==> src/rtl/shift_pkg.sv <==
// Shared definitions for the iterative shift/rotate sequencer.
// Contents: op-code constants, FSM state encoding, default widths, op legality helper.
// The control unit imports the op codes from here when decoding shift instructions.
package shift_pkg;

  localparam int WIDTH_DEF = 32;
  localparam int CNT_W_DEF = 5;

  localparam logic [2:0] OP_SHR  = 3'd0;  // logical right, zero fill
  localparam logic [2:0] OP_SHRA = 3'd1;  // arithmetic right, sign fill
  localparam logic [2:0] OP_SHL  = 3'd2;  // left, zero fill
  localparam logic [2:0] OP_ROR  = 3'd3;  // rotate right
  localparam logic [2:0] OP_ROL  = 3'd4;  // rotate left

  typedef enum logic [1:0] {
    ST_IDLE  = 2'd0,
    ST_SHIFT = 2'd1,
    ST_DONE  = 2'd2
  } state_t;

  // Codes 5..7 are illegal and behave as a zero-count pass-through.
  function automatic logic op_legal(input logic [2:0] op);
    return (op <= OP_ROL);
  endfunction

endpackage

==> src/rtl/shift_step.sv <==
// One bit-position shift/rotate step, purely combinational.
// Ports: data (operand), op (operation code) -> stepped (data moved by one position).
// Illegal op codes pass data through unchanged.
module shift_step
  import shift_pkg::*;
#(
  parameter int WIDTH = WIDTH_DEF
) (
  input  logic [WIDTH-1:0] data,
  input  logic [2:0]       op,
  output logic [WIDTH-1:0] stepped
);

  always_comb begin
    stepped = data;
    case (op)
      OP_SHR:  stepped = {1'b0, data[WIDTH-1:1]};
      OP_SHRA: stepped = {data[WIDTH-1], data[WIDTH-1:1]};
      OP_SHL:  stepped = {data[WIDTH-2:0], 1'b0};
      OP_ROR:  stepped = {data[0], data[WIDTH-1:1]};
      OP_ROL:  stepped = {data[WIDTH-2:0], data[WIDTH-1]};
      default: stepped = data;
    endcase
  end

endmodule

==> src/rtl/shift_sequencer.sv <==
// Multi-cycle shift/rotate sequencer: one bit position per clock, done pulse when finished.
// Latency: done rises n edges after the start edge (n = in_b[CNT_W-1:0], 0 for illegal ops).
// Backpressure: none; start is only sampled in IDLE, requester waits for busy low.
// Ports: clock, clear (async active-high reset), start/op/in_a/in_b request inputs,
//        result (held between operations), busy (not IDLE), done (one-cycle result strobe).
module shift_sequencer
  import shift_pkg::*;
#(
  parameter int WIDTH = WIDTH_DEF,
  parameter int CNT_W = CNT_W_DEF
) (
  input  logic             clock,
  input  logic             clear,
  input  logic             start,
  input  logic [2:0]       op,
  input  logic [WIDTH-1:0] in_a,
  input  logic [WIDTH-1:0] in_b,
  output logic [WIDTH-1:0] result,
  output logic             busy,
  output logic             done
);

  state_t             state;
  state_t             state_nx;
  logic [WIDTH-1:0]   data;
  logic [CNT_W-1:0]   cnt;
  logic [2:0]         op_r;
  logic [WIDTH-1:0]   stepped;
  logic [CNT_W-1:0]   start_cnt;
  logic               last_step;

  // Only the low count bits select the shift amount.
  logic               unused_in_b_hi;
  assign unused_in_b_hi = ^in_b[WIDTH-1:CNT_W];

  // Illegal ops are forced to zero count so they complete as a pass-through.
  assign start_cnt = op_legal(op) ? in_b[CNT_W-1:0] : '0;
  assign last_step = (cnt == CNT_W'(1));

  shift_step #(.WIDTH(WIDTH)) u_step (
    .data    (data),
    .op      (op_r),
    .stepped (stepped)
  );

  // State register
  always_ff @(posedge clock or posedge clear) begin
    if (clear) begin
      state <= ST_IDLE;
    end else begin
      state <= state_nx;
    end
  end

  // Next-state logic
  always_comb begin
    state_nx = state;
    case (state)
      ST_IDLE: begin
        if (start) begin
          state_nx = (start_cnt == '0) ? ST_DONE : ST_SHIFT;
        end
      end
      ST_SHIFT: begin
        if (last_step) begin
          state_nx = ST_DONE;
        end
      end
      ST_DONE:  state_nx = ST_IDLE;
      default:  state_nx = ST_IDLE;
    endcase
  end

  // Outputs decode directly from the state register, so no input reaches them combinationally.
  always_comb begin
    busy = (state != ST_IDLE);
    done = (state == ST_DONE);
  end

  // Datapath: operand, counter, captured op and the held result.
  always_ff @(posedge clock or posedge clear) begin
    if (clear) begin
      data   <= '0;
      cnt    <= '0;
      op_r   <= '0;
      result <= '0;
    end else begin
      case (state)
        ST_IDLE: begin
          if (start) begin
            data <= in_a;
            cnt  <= start_cnt;
            op_r <= op;
            if (start_cnt == '0) begin
              result <= in_a;
            end
          end
        end
        ST_SHIFT: begin
          data <= stepped;
          cnt  <= cnt - 1'b1;
          // The step taken on the final count goes straight into result.
          if (last_step) begin
            result <= stepped;
          end
        end
        default: begin
        end
      endcase
    end
  end

endmodule
==> config.mk <==
export PLATFORM = sky130hd
export DESIGN_NAME = shift_sequencer
export DESIGN_NICKNAME = d
export VERILOG_FILES = /design/src/rtl/shift_pkg.sv /design/src/rtl/shift_step.sv /design/src/rtl/shift_sequencer.sv
export SDC_FILE = /design/constraint.sdc
export NUM_CORES = 1
export LEC_CHECK = 0
export ABC_AREA = 1
export CORE_ASPECT_RATIO = 1.2
export CORE_MARGIN = 8
export CORE_UTILIZATION = 45
export CTS_BUF_LIST = sky130_fd_sc_hd__clkbuf_4 sky130_fd_sc_hd__clkbuf_8
export CTS_CLUSTER_SIZE = 20
export DETAILED_ROUTE_END_ITERATION = 16
export PLACE_DENSITY = 0.77
export SLEW_MARGIN = 20
export SYNTH_ARGS = -nofsm -noshare
export SYNTH_HDL_FRONTEND = slang
export SYNTH_SLANG_ARGS = --single-unit
==> constraint.sdc <==
create_clock -name clock -period 2.25 [get_ports clock]
set_clock_uncertainty 0.05 [all_clocks]
set_input_delay 0.45 -clock clock [delete_from_list [all_inputs] [get_ports clock]]
set_output_delay 0.45 -clock clock [all_outputs]
set_load 0.01 [all_outputs]
---- Word level (Yosys, flattened, before mapping) ----
Cells that the tools add are included.
W data, S select, Z words.
cells by class
  add/sub/neg operators ................... 1
  multiply operators ...................... 0
  div/mod/pow operators ................... 0
  order comparisons ....................... 1
  eq/ne operators ......................... 10
  shifts and indexed selects .............. 0
  muxes and demuxes ....................... 14
  bitwise logic cells ..................... 0
  reduce and logical (&&, ||, !) cells .... 9
operators by type and width
  operator               count
  $pmux W32 S5           1
  $mux W32               4
  $pmux W32 S2           2
  $mux W5                2
  $pmux W5 S2            1
  $eq A3 B2 Y1 const B   2
  $mux W2                3
  $ne A2 B2 Y1 const B   3
  $reduce_and A2 Y1      3
  $eq A5 B1 Y1 const B   1
  $logic_not A5 Y1       1
  $sub A5 B1 Y5 const B  1
  $pmux W2 S2            1
  $reduce_and A4 Y1      1
  $reduce_bool A2 Y1     2
  $eq A3 B1 Y1 const B   1
  $eq A3 B3 Y1 const B   1
  $le A3 B3 Y1 const B   1
  $logic_not A3 Y1       1
  $eq A2 B1 Y1 const B   1
  $eq A2 B2 Y1 const B   1
  $logic_not A2 Y1       1
word-level totals
  bits in registers ....................... 74
  latch bits .............................. 0
  bits in writable memories ............... 0
  memory bits (read-only) ................. 0
  memories ................................ 0

---- Longest topological paths before layout ----
Gate-level depths: netlist of the first run.
  depth in word-level cells ............... 6
  gate-level depth with buffers ........... 11
  gate-level depth less buffers ........... 10

---- Modules after synthesis ----
A second synthesis of the first run with hierarchy kept.
second synthesis, totals
  cell total of the unflattened synthesis .. 657
  area, all modules ....................... 4295.4 sq um
modules (own cells, without submodules)
  module           instances  cells each  area each (sq um)  seq. area each (sq um)
  shift_sequencer  1          444         3438.3             1851.8
  shift_step       1          213         857.1              0.0

---- Worst setup path after synthesis of the first run ----
Ideal clock, no wire load.
  path type ............................... input to register
  start ................................... input port op[0]
  end ..................................... register result[0]
  library setup time ...................... 118 ps
  data arrival time ....................... 1334 ps
  data required time ...................... 2082 ps
  setup slack ............................. 748 ps
  stages on the path ...................... 7
  buffers on the path ..................... 1
  cell sequence ........................... o21ai_2 o21ai_0 nand3_1 nand2_1 clkbuf_1 nand3_1 nand2_1
between the ends
  longest elaborated chain between the ends .. 5
RTL lines
  what                         line                    text
  start, declared              shift_sequencer.sv:15   input logic [2:0] op,
  $le A3 B3 Y1                 shift_pkg.sv:23         return (op <= OP_ROL);
  $mux W5                      shift_sequencer.sv:37   assign start_cnt = op_legal(op) ? in_b[CNT_W-1:0] : '0;
  $logic_not A5 Y1             shift_sequencer.sv:94   if (start_cnt == '0) begin
  $ne A2 B2 Y1 (no line)       -
  $reduce_and A4 Y1 (no line)  -
  end signal, assigned         shift_sequencer.sv:95   result <= in_a;
  end signal, assigned         shift_sequencer.sv:104  result <= stepped;
  end, declared                shift_sequencer.sv:18   output logic [WIDTH-1:0] result,
Every way passes these cells.
A chain may end at the register's enable or synchronous reset.

---- Worst setup path after layout of the first run ----
  start ................................... register state[1]
  end ..................................... output port done
between the ends
  longest elaborated chain between the ends .. 1
RTL lines
  what                    line                   text
  start, declared         shift_sequencer.sv:23  state_t state;
  start signal, assigned  shift_sequencer.sv:51  state <= state_nx;
  $eq A2 B2 Y1            shift_sequencer.sv:77  done = (state == ST_DONE);
  end, declared           shift_sequencer.sv:20  output logic done
Every way passes these cells.

==> results of run 1 <==
==> cells in the mapped netlist <==
cell type	count	area share, %
xnor2_1	1	0.21
nand2_1	277	24
buf_6	2	0.53
inv_2	3	0.26
buf_4	5	0.88
ha_1	2	0.59
nor2_8	1	0.47
nor2_1	63	5.6
o21ai_4	1	0.38
o22ai_1	1	0.15
a21oi_1	5	0.59
o21ai_0	38	4.5
and2_1	1	0.15
dfrtp_1	74	44
o21ai_2	2	0.41
o21ai_1	8	0.94
nand2_2	2	0.29
clkbuf_1	12	1.1
xor2_1	1	0.21
buf_2	18	2.1
nand3_1	73	8.6
inv_1	47	4.1
==> report_power, final <==
group	leakage [nW]	total [mW]	internal (mW)	switching [mW]
logic	1.81	5.13	1.97	3.16
registers	0.913	2.37	2.00	0.367
clock network	0.101	1.04	0.557	0.482
==> state kept, by name, indices dropped and copies added (netlist names) <==
name and cells:
cnt 5, op_r 3, state 2, result 32
data 32
==> logic make-up (layout without fill, tap and decap cells) <==
| kind of cell | Yosys count | after routing | share of synthesized area (%) |
|---|---|---|---|
| AND/OR/NAND/NOR | 417 | 417 | 39.5 |
| buffers and inverters | 87 | 159 | 9.00 |
| flip-flops | 74 | 74 | 43.5 |
| AO/OA/AOI/OAI | 55 | 55 | 6.94 |
| adder cells (fa/ha/maj) | 2 | 2 | 0.588 |
| XOR/XNOR | 2 | 2 | 0.412 |
==> metrics by stage <==
stage                     setup WS [ps]  area, um^2
after CTS                           155        5350
after global routing               74.9        5350
after floorplan                     748        4260
final                               178        5350
after detailed placement            145        5160
after global placement              187        5160
==> path summary, 6_finish.rpt <==
check,start,end,slack [ps],cells after the start
setup / recovery,state[1],done,180,3
hold / removal,result[17],result[17],430,2
setup reg to reg,op_r[0],data[2],520,10
hold reg to reg,result[17],result[17],430,2
max in group asynchronous,clear,data[21],1300,3
min in group asynchronous,clear,result[22],490,3
==> worst min-delay path, delay by kind of cell (launching register included) <==
kind,cells,cell delay [ps]
and+or+nand+nor,2,100
DFF,1,350
==> per-layer routing <==
| layer | share of wire, % | GRT usage, % |
|---|---|---|
| met2 | 50 | 30.3 |
| met5 | 0 | 0 |
| met3 | 4.5 | 4.78 |
| met4 | 2.2 | 8.04 |
| met1 | 44 | 19.8 |
==> layout make-up <==
class / count / area, um^2
Clock buffer: 11 / 151
Clock inverter: 3 / 40.0
Fill cell: 890 / 4020
Inverter: 50 / 191
Multi-Input combinational cell: 476 / 2020
Sequential cell: 74 / 1850
Tap cell: 123 / 154
Timing Repair Buffer: 95 / 941
==> results.sh, run 1 <==
export IMPL_status="finished, final reports clean"
export IMPL_power_leakage_nw=2.82
export IMPL_grt_pass1_vias=4233
export IMPL_grt_usage_pct=17.5
export IMPL_cts_setup_buffers=0
export IMPL_clockBufferDepth=2
export IMPL_hold_class="flop to flop"
export IMPL_clockRootBuffer="clkbuf_8"
export IMPL_cp_data_arrival_time_ps=1570
export IMPL_clk_pin_slew_worst_paths_ps=80
export IMPL_syn_inst=637
export IMPL_power_mw=8.54
export IMPL_maxCapViolations=0
export IMPL_ys_ff_latch=74
export IMPL_grt_start_max_net_pins=75
export IMPL_clock_latency_ps=350
export IMPL_cts_sinks=74
export IMPL_final_cell_mix="nand2_1 (277), clkdlybuf4s50_1 (76), dfrtp_1 (74)"
export IMPL_cts_htree_levels=3
export IMPL_drive_gt1_share_pct=6.06
export IMPL_nets=778
export IMPL_slowest_delay_ps=540
export IMPL_power_density_nw_per_um2=1600
export IMPL_portBuffers=76
export IMPL_numCtsBuffers=9
export IMPL_max_freq_mhz=483
export IMPL_required_ps=1750
export IMPL_crit_path_max_fanout=4
export IMPL_fin_crit_sh_pct=92.1
export IMPL_ant_nets=0
export IMPL_cts_tree="yes"
export IMPL_core_region_area_um2=9370
export IMPL_relSlewSlack_pct=71.7
export IMPL_overflow=0
export IMPL_drcViolationCount=0
export IMPL_ys_warnings_count=0
export IMPL_finalSetupTns_ps=0
export IMPL_cp_cell_sequence="inv_1 -> nor2_1 -> clkdlybuf4s50_1"
export IMPL_vias=4210
export IMPL_period_needed_ps=2070
export IMPL_fp_row_count=39
export IMPL_tightest_slew_ps=425
export IMPL_place_hpwl_mm=7.71
export IMPL_ioPinCount=104
export IMPL_syn_area_per_cell_um2=6.68
export IMPL_hold_worst_slack_ps=432
export IMPL_final_util_pct=57.1
export IMPL_ys_seq_area_share_pct=43.5
export IMPL_dieArea_um2=12800
export IMPL_diodes=0
export IMPL_grt_setup_unrepaired="false"
export IMPL_crit_type="flop to primary output"
export IMPL_wl_per_cell_um=13.3
export IMPL_place_congestion=0.815
export IMPL_synth_area_um2=4250
export IMPL_via_per_inst=5.06
export IMPL_drt_iter0_drc=277
export IMPL_final_common_cell="nand2_1"
export IMPL_crit_path_start_kind="flop"
export IMPL_critPathTopFamily="buffers and inverters"
export IMPL_hold_buffers=0
export IMPL_initial_utilization_pct=45.4
export IMPL_die_height_um=122
export IMPL_antenna_found_initial=0
export IMPL_finalNonFillerCells=832
export IMPL_synth_nets=709
export IMPL_ys_types=22
export IMPL_hold_viol_final=0
export IMPL_cts_repair_resize_count=0
export IMPL_grt_pass1_wl_mm=18.6
export IMPL_cp_end_kind="primary output"
export IMPL_maxSlewViolCount=0
export IMPL_drt_total_wl_mm=11.1
export IMPL_path_buf_inv=2
export IMPL_die_w_um=105
export IMPL_dr_pass1_iters=5
export IMPL_syn2layout_area_growth_pct=25.7
export IMPL_place_inst=818
export IMPL_cpMaxStageDelayCell="clkdlybuf4s50_1"
export IMPL_peakVddDrop_v=0.000704
export IMPL_setup_violations=0
Note: power is estimated with default switching activity, not from simulation.
==> run 2: changes to the inputs <==
--- a/config.mk
+++ b/config.mk
@@ -12,8 +12,10 @@
 export CTS_BUF_LIST = sky130_fd_sc_hd__clkbuf_4 sky130_fd_sc_hd__clkbuf_8
 export CTS_CLUSTER_SIZE = 20
 export DETAILED_ROUTE_END_ITERATION = 16
+export GPL_ROUTABILITY_DRIVEN = 1
 export PLACE_DENSITY = 0.77
 export SLEW_MARGIN = 20
 export SYNTH_ARGS = -nofsm -noshare
 export SYNTH_HDL_FRONTEND = slang
 export SYNTH_SLANG_ARGS = --single-unit
+export TNS_END_PERCENT = 5
==> results of run 2 <==
The final DEF is identical to that of run 1; final timing and power are the same.
